## config.mk

```make
export PLATFORM = sky130hd
export DESIGN_NAME = serial_adder
export DESIGN_NICKNAME = d
export VERILOG_FILES = /design/src/rtl/serial_adder_pkg.sv /design/src/rtl/fa_chunk.sv /design/src/rtl/serial_adder.sv
export SDC_FILE = /design/constraint.sdc
export NUM_CORES = 1
export LEC_CHECK = 0
export CELL_PAD_IN_SITES_DETAIL_PLACEMENT = 0
export CELL_PAD_IN_SITES_GLOBAL_PLACEMENT = 2
export CORE_AREA = 2 2 73 75
export DETAILED_ROUTE_END_ITERATION = 8
export DIE_AREA = 0 0 75 77
export PLACE_DENSITY_LB_ADDON = 0.1
export RECOVER_POWER = 100
export SYNTH_ARGS = -nofsm -noshare
export SYNTH_HDL_FRONTEND = slang
export SYNTH_HIERARCHICAL = 1
export SYNTH_SLANG_ARGS = --single-unit
```

## constraint.sdc

```tcl
create_clock -name clk -period 3.7 [get_ports clk]
set_input_delay 0.37 -clock clk [delete_from_list [all_inputs] [get_ports clk]]
set_output_delay 0.37 -clock clk [all_outputs]
set_load 0.01 [all_outputs]
```

## src/rtl/serial_adder_pkg.sv

```systemverilog
// serial_adder_pkg: shared FSM state encoding and parameter legality check for serial_adder
package serial_adder_pkg;
  typedef enum logic [1:0] {IDLE = 2'd0, RUN = 2'd1, DONE = 2'd2} state_t;
  function automatic bit width_ok(input int width, input int chunk);
    return chunk >= 1 && width >= 2 && width % chunk == 0;
  endfunction
endpackage

```

## src/rtl/fa_chunk.sv

```systemverilog
// fa_chunk: combinational N-bit ripple slice; a,b,cin in; s, cout, c_msb (carry into top bit) out
module fa_chunk #(
  parameter int N = 1
) (
  input  logic [N-1:0] a,
  input  logic [N-1:0] b,
  input  logic         cin,
  output logic [N-1:0] s,
  output logic         cout,
  output logic         c_msb
);
  assign {cout, s} = {1'b0, a} + {1'b0, b} + {{N{1'b0}}, cin};
  assign c_msb = s[N-1] ^ a[N-1] ^ b[N-1];
endmodule

```

## src/rtl/serial_adder.sv

```systemverilog
// serial_adder: digit-serial add/sub, CHUNK bits per clock; start/busy/done handshake, sum/c_out/overflow results
module serial_adder
  import serial_adder_pkg::*;
#(
  parameter int WIDTH = 8,
  parameter int CHUNK = 1
) (
  input  logic             clk,
  input  logic             rst,
  input  logic             start,
  input  logic [WIDTH-1:0] in_a,
  input  logic [WIDTH-1:0] in_b,
  input  logic             c_in,
  input  logic             sub,
  output logic             busy,
  output logic             done,
  output logic [WIDTH-1:0] sum,
  output logic             c_out,
  output logic             overflow
);
  localparam int STEPS = WIDTH / CHUNK;
  localparam int CW = $clog2(STEPS + 1);
  if (!width_ok(WIDTH, CHUNK)) begin : g_bad_width
    $error("serial_adder: WIDTH must be >= 2 and a multiple of CHUNK");
  end
  state_t           r_state, w_next;
  logic [WIDTH-1:0] r_a, r_b, r_sum;
  logic             r_c, r_cout, r_ovf;
  logic [CW-1:0]    r_cnt;
  logic [CHUNK-1:0] w_s;
  logic             w_cout, w_cmsb, w_last;
  fa_chunk #(.N(CHUNK)) u_fa (
    .a    (r_a[CHUNK-1:0]),
    .b    (r_b[CHUNK-1:0]),
    .cin  (r_c),
    .s    (w_s),
    .cout (w_cout),
    .c_msb(w_cmsb)
  );
  assign w_last = r_cnt == CW'(STEPS - 1);
  always_comb begin
    w_next = r_state == RUN ? (w_last ? DONE : RUN) : (start ? RUN : IDLE);
    busy   = r_state == RUN;
    done   = r_state == DONE;
  end
  always_ff @(posedge clk) begin
    if (rst) begin
      r_state <= IDLE;
      r_a     <= '0;
      r_b     <= '0;
      r_sum   <= '0;
      r_c     <= 1'b0;
      r_cout  <= 1'b0;
      r_ovf   <= 1'b0;
      r_cnt   <= '0;
    end else begin
      r_state <= w_next;
      if (r_state != RUN && start) begin
        r_a   <= in_a;
        r_b   <= sub ? ~in_b : in_b;
        r_c   <= c_in ^ sub;
        r_cnt <= '0;
      end else if (r_state == RUN) begin
        r_sum <= (r_sum >> CHUNK) | (WIDTH'(w_s) << (WIDTH - CHUNK));
        r_a   <= r_a >> CHUNK;
        r_b   <= r_b >> CHUNK;
        r_c   <= w_cout;
        r_cnt <= r_cnt + CW'(1);
        if (w_last) begin
          r_cout <= w_cout;
          r_ovf  <= w_cmsb ^ w_cout;
        end
      end
    end
  end
  assign sum      = r_sum;
  assign c_out    = r_cout;
  assign overflow = r_ovf;
endmodule

```

==> results of run 1 <==
[worst max-delay path by stage]
stage	from	end	slack [ns]	cells past startpoint
2_1_floorplan	r_a[0]	overflow	1.93	5
3_3_place_gp	start	r_cnt[2]	1.43	3
3_5_place_dp	start	r_cnt[2]	1.36	3
4_1_cts	r_state[1]	busy	1.26	3
5_1_grt	r_state[1]	busy	0.78	3
6_report	r_state[1]	busy	0.97	3
[synth_stat cells]
master     instances  area [µm²]
mux2i_1            9        90.1
buf_6              5        56.3
ha_1               1        12.5
a211oi_2           1        12.5
mux2_2             1        11.3
o21ai_2            1        8.76
nor2b_1            2        12.5
buf_4              3        22.5
nand3_1            5        25.0
and2_1             1        6.26
a2111oi_2          1        15.0
nor2_1            18        67.6
a2111o_1           1        11.3
or3_1              1        6.26
nand4b_2           1        15.0
nand2_1           24        90.1
a211o_1            7        61.3
clkbuf_1           1        3.75
inv_2              2        7.51
buf_2              4        20.0
nand2b_4           1        13.8
nand2b_1           3        18.8
a21oi_1           19        95.1
fa_1               1        20.0
mux2_1             1        11.3
nor3_1             1        5.00
a211oi_1           7        52.6
a31oi_1            1        6.26
buf_1              1        3.75
xor3_1             1        23.8
dfxtp_1           33         661
xnor2_1           10        87.6
[cell families (layout without fill, tap and decap cells)]
group	Yosys count	after routing	share of synthesized area, %
simple gates	57	57	16.7
compound gates	38	38	16.9
flops	33	33	42.5
buf+inv	16	43	7.33
xor+xnor	11	11	7.17
mux	11	11	7.25
fa+ha+maj	2	2	2.09
[cells in the final DEF, fill, tap and decap left out, types with 2 or more instances in the layout]
cell             Yosys  final
a211o_1              7      7
a211oi_1             7      8
a21oi_1             19     19
clkbuf_8             0      6
clkdlybuf4s50_1      0     19
dfxtp_1             33     33
dlygate4sd3_1        0     13
inv_1                0      2
mux2i_1              9      9
nand2_1             24     24
nand2b_1             3      3
nand3_1              5      5
nor2_1              18     18
nor2b_1              2      2
xnor2_1             10     10
[power by group through the flow]
| stage | clock network [µW] | registers [µW] | logic, µW |
|---|---|---|---|
| after floorplan | 0 | 391 | 94.1 |
| after global placement | 0 | 393 | 124 |
| after detailed placement | 0 | 394 | 127 |
| after CTS | 362 | 386 | 128 |
| after global routing | 373 | 388 | 135 |
| final | 350 | 385 | 121 |
[sequential cells by signal, indices dropped and copies added (netlist names)]
name,flops
r_b,8
r_state,2
overflow,1
r_cnt,4
r_c,1
c_out,1
r_a,8
sum,8
[through the flow]
| stage | total power [µW] | instance area (µm²) | util (%) | instances | setup WS, ns |
|---|---|---|---|---|---|
| 2_1_floorplan | 485 | 1550 | - | 168 | 1.93 |
| 3_3_place_gp | 517 | 1860 | 37.4 | 257 | 1.43 |
| 6_report | 856 | 1960 | 39.3 | 265 | 0.971 |
| 4_1_cts | 875 | 1980 | 39.8 | 265 | 1.26 |
| 5_1_grt | 895 | 1960 | 39.3 | 265 | 0.777 |
| 3_5_place_dp | 521 | 1860 | 37.4 | 257 | 1.36 |
[area by class of cell]
type | instances | share of cell area (%)
inverter | 2 | 0.383
clock inverter | 1 | 1.53
clock buffer | 7 | 4.41
timing repair buffer | 33 | 16.7
multi-input combinational | 119 | 38.7
tap | 70 | 4.47
sequential | 33 | 33.7
[critical path, cell delays in order (launching register included)]
cell           delay, ns
dfxtp_1             0.31
nand2b_4            0.28
inv_1               0.77
dlygate4sd3_1       0.71
[layer usage]
layer,wire [µm],vias up
met5,0,-
met4,32,0
met3,168,4
met2,1570,26
met1,1520,569
li1,-,627
==> impl_metrics.csv, run 1 <==
group,metric,value,unit
sta,whs,0.453,ns
power,netSwitchingPower,198,µW
power,p_seq_share,45.0,%
setup_path,cp.arrival,2.36,ns
global_route,antenna_found_initial,0,
global_route,grt_max_degree,33,
clocking,cts_root_buf,"clkbuf_8",
global_route,grtUsageTotal,12.5,%
synth,syn-cell-area,0.00155,mm²
flow_run,max_cap_violations,0,
power,power_frac_clock,40.8,%
synth,ys_types,32,
finish,seq_area,661,µm²
power,combinationalPowerShare,14.2,%
clocking,cts_buffers,5,
global_route,grt_pass1_vias,1234,
floorplanning,coreArea,0.00498,mm²
drt,drtAntennaViolNets,0,
sta,report.final.slew_viol_count,0,
synth,syn-num-nets,191,
clocking,postCtsHoldBufs,0,
sta,relSlewSlack,23.8,%
worst_hold_path,whs_path_depth,2,
setup_path,critical_path.max_fanout,32,
floorplanning,die_w,75,µm
finish,multiInputGateArea,758,µm²
global_route,grt.overflow.total,0,
finish,area_growth_syn_to_layout,26.0,%
sta,period_needed,2.73,ns
setup_path,crit_type,"reg2out",
setup_path,r2r_slack,1.45,ns
synth,synth_seq_cells,33,
setup_path,r2r-end,"overflow",
power,p_per_area,437,mW/mm²
drt,dr.pass1.iters,4,
clocking,cts_tree,"built",
worst_hold_path,min_to,"sum[0]",
synth,synthCells,168,
global_route,grt_util_met2,20.5,%
setup_path,cp-end-kind,"output pin",
floorplanning,rows,26,
setup_path,cp-start-kind,"flop",
clocking,post_cts_resized,0,
synth,synth_area_per_cell,9.25,µm²
global_route,grt_use_met3,4.34,%
finish,nNetsFinal,217,
global_route,grt.busiest_layer,"met2",
clocking,htreeDepth,2,
sta,hold_viol,0,
drt,wl_per_cell,12.4,µm
placed_design,gp_congestion,0.757,
global_route,met1_usage,14.9,%
placed_design,numPortBuffers,32,
finish,drive_above_1_share,5.13,%
sta,tightestPinTransition,1.14,ns
floorplanning,die_height,77,µm
synth,ys_seq_area_share,42.5,%
synth,ys.warnings.count,6,
worst_hold_path,hold_path.startpoint,"sum[0]",
clocking,cts_setup_buffers,0,
sta,setup_tns,0,ns
drt,wirelength,3290,µm
outcome,status,"finished, final reports clean",
floorplanning,start_util,31.2,%
power,switching_share,23.1,%
clocking,cts.sinks,33,
clocking,cts_buffer_depth,2,
setup_path,required,3.33,ns
finish,fillers,518,
placed_design,hpwl,2150,µm
drt,viasPerCell,4.63,
global_route,grt_pass1_wl,5530,µm
sta,finClkSkew,0.00821,ns
sta,fmax,367,MHz
drt,drtIter0Drc,49,
floorplanning,ios,33,
clocking,clk_pin_slew,0.07,ns
sta,layout_worst_path_cycle_share,73.7,%
power,power.leakage,0.000771,µW
setup_path,ff2ff_path_depth,4,
clocking,clk_latency,0.28,ns
power,p_int,658,µW
sta,setup_viol,0,
drt,drc,0,
worst_hold_path,hold_class,"reg2reg",
floorplanning,die-area,0.00578,mm²
power,peakVddDrop,0.175,mV
drt,vias,1226,
sta,rsz0062_at_grt,"false",
setup_path,reg2reg_from,"r_state[1]",
finish,diodes,0,
Note: power is estimated with default switching activity, not from simulation.
==> run 2: changes to the inputs <==
--- a/config.mk
+++ b/config.mk
@@ -7,9 +7,9 @@
 export LEC_CHECK = 0
 export CELL_PAD_IN_SITES_DETAIL_PLACEMENT = 0
 export CELL_PAD_IN_SITES_GLOBAL_PLACEMENT = 2
-export CORE_AREA = 2 2 73 75
+export CORE_AREA = 2 2 79 81
 export DETAILED_ROUTE_END_ITERATION = 8
-export DIE_AREA = 0 0 75 77
+export DIE_AREA = 0 0 81 83
 export PLACE_DENSITY_LB_ADDON = 0.1
 export RECOVER_POWER = 100
 export SYNTH_ARGS = -nofsm -noshare
==> constraint.sdc (replaced) <==
create_clock -name clk -period 2.46 [get_ports clk]
set_input_delay 0.246 -clock clk [delete_from_list [all_inputs] [get_ports clk]]
set_output_delay 0.246 -clock clk [all_outputs]
set_load 0.01 [all_outputs]
==> impl_metrics.csv, run 2 (synthesis gave the netlist of run 1 again) <==
group,metric,value,unit
sta,relSlewSlack,33.7,%
setup_path,reg2reg_from,"r_a[0]",
placed_design,dp.cells,264,
outcome,status,"finished, final reports clean",
finish,fillers,645,
setup_path,cp-end-kind,"output pin",
sta,report.final.slew_viol_count,0,
worst_hold_path,hold_path.startpoint,"r_b[6]",
global_route,grt.overflow.total,0,
sta,period_needed,2.20,ns
drt,drtAntennaViolNets,0,
sta,hold_viol,0,
sta,setup_viol,0,
drt,dr.pass1.iters,4,
floorplanning,die_w,81,µm
placed_design,numPortBuffers,32,
global_route,grtUsageTotal,11.2,%
drt,wl_per_cell,12.6,µm
global_route,grt_pass1_vias,1266,
clocking,cts_tree,"built",
floorplanning,die-area,0.00672,mm²
sta,setup_tns,0,ns
finish,area_growth_syn_to_layout,25.2,%
placed_design,hpwl,2330,µm
setup_path,critical_path.max_fanout,29,
setup_path,crit_type,"reg2out",
finish,diodes,0,
placed_design,gp_congestion,0.665,
power,peakVddDrop,0.226,mV
global_route,grt_max_degree,30,
clocking,clk_pin_slew,0.07,ns
setup_path,required,2.21,ns
flow_run,max_cap_violations,0,
clocking,htreeDepth,2,
finish,most-common-layout-cells,"dfxtp_1, nand2_1, a21oi_1, nor2_1, clkdlybuf4s50_1",
floorplanning,coreArea,0.00582,mm²
placed_design,dp_slack,0.577,ns
drt,vias,1242,
clocking,cts.sinks,33,
finish,mostFrequentLayoutCell,"dfxtp_1",
floorplanning,die_height,83,µm
clocking,cts_root_buf,"clkbuf_8",
drt,drc,0,
finish,fin_cells,272,
global_route,grt_pass1_wl,5800,µm
global_route,antenna_found_initial,0,
sta,fmax,454,MHz
clocking,cts_setup_buffers,0,
clocking,post_cts_resized,0,
sta,layout_worst_path_cycle_share,89.6,%
clocking,postCtsHoldBufs,0,
power,p_per_area,594,mW/mm²
sta,fin_ws,0.255,ns
worst_hold_path,hold_class,"reg2reg",
power,power.leakage,0.000754,µW
drt,wirelength,3430,µm
floorplanning,rows,28,
clocking,cts_buffer_depth,2,
sta,tightestPinTransition,0.995,ns
setup_path,cp-start-kind,"flop",
setup_path,cp.arrival,1.96,ns
finish,drive_above_1_share,6.09,%
sta,rsz0062_at_grt,"false",
setup_path,crit_path_start,"r_state[0]",
clocking,clk_latency,0.28,ns
clocking,cts_buffers,5,
floorplanning,start_util,26.7,%
drt,viasPerCell,4.57,
drt,drtIter0Drc,44,
sta,finClkSkew,0.00379,ns
finish,nNetsFinal,219,
floorplanning,ios,33,
-- run 2: report_power, final --
group          switching [µW]  internal [µW]
registers                17.7            562
clock network             189            201
logic                    88.0           98.7
-- run 2: cell type report --
class,count,area [µm²],area share (%)
clock buffer,8,80.1,4.12
inverter,2,7.51,0.386
multi-input combinational,119,768,39.5
sequential,33,661,34.0
tap,75,93.8,4.82
timing repair buffer,35,335,17.2
-- run 2: path summary, 6_finish.rpt --
kind              end  slack, ns  cells past startpoint
min            r_b[5]       0.46                      2
min reg2reg    r_b[5]       0.46                      2
max              busy       0.26                      3
max reg2reg  overflow       0.59                      5
-- run 2: metrics by stage --
step / area, µm² / util, % / total power, µW / hold WS [ns]
2_1_floorplan: 1550 / - / 730 / 0.431
3_3_place_gp: 1880 / 32.4 / 781 / 0.440
3_5_place_dp: 1880 / 32.4 / 786 / 0.447
4_1_cts: 1960 / 33.8 / 1180 / 0.457
5_1_grt: 1950 / 33.5 / 1220 / 0.490
6_report: 1950 / 33.5 / 1160 / 0.457
-- run 2: per-layer routing --
metal | part of all wire [%] | track usage [%]
met1 | 48 | 14.6
met2 | 45 | 17.1
met3 | 5.5 | 3.26
met4 | 1.7 | 4.62
met5 | 0 | 0
-- run 2: worst max-delay path, cell delays in order (launching register included) --
cell and delay, ns:
dfxtp_1 0.38, nand2b_4 0.21, inv_2 0.40, dlygate4sd3_1 0.67
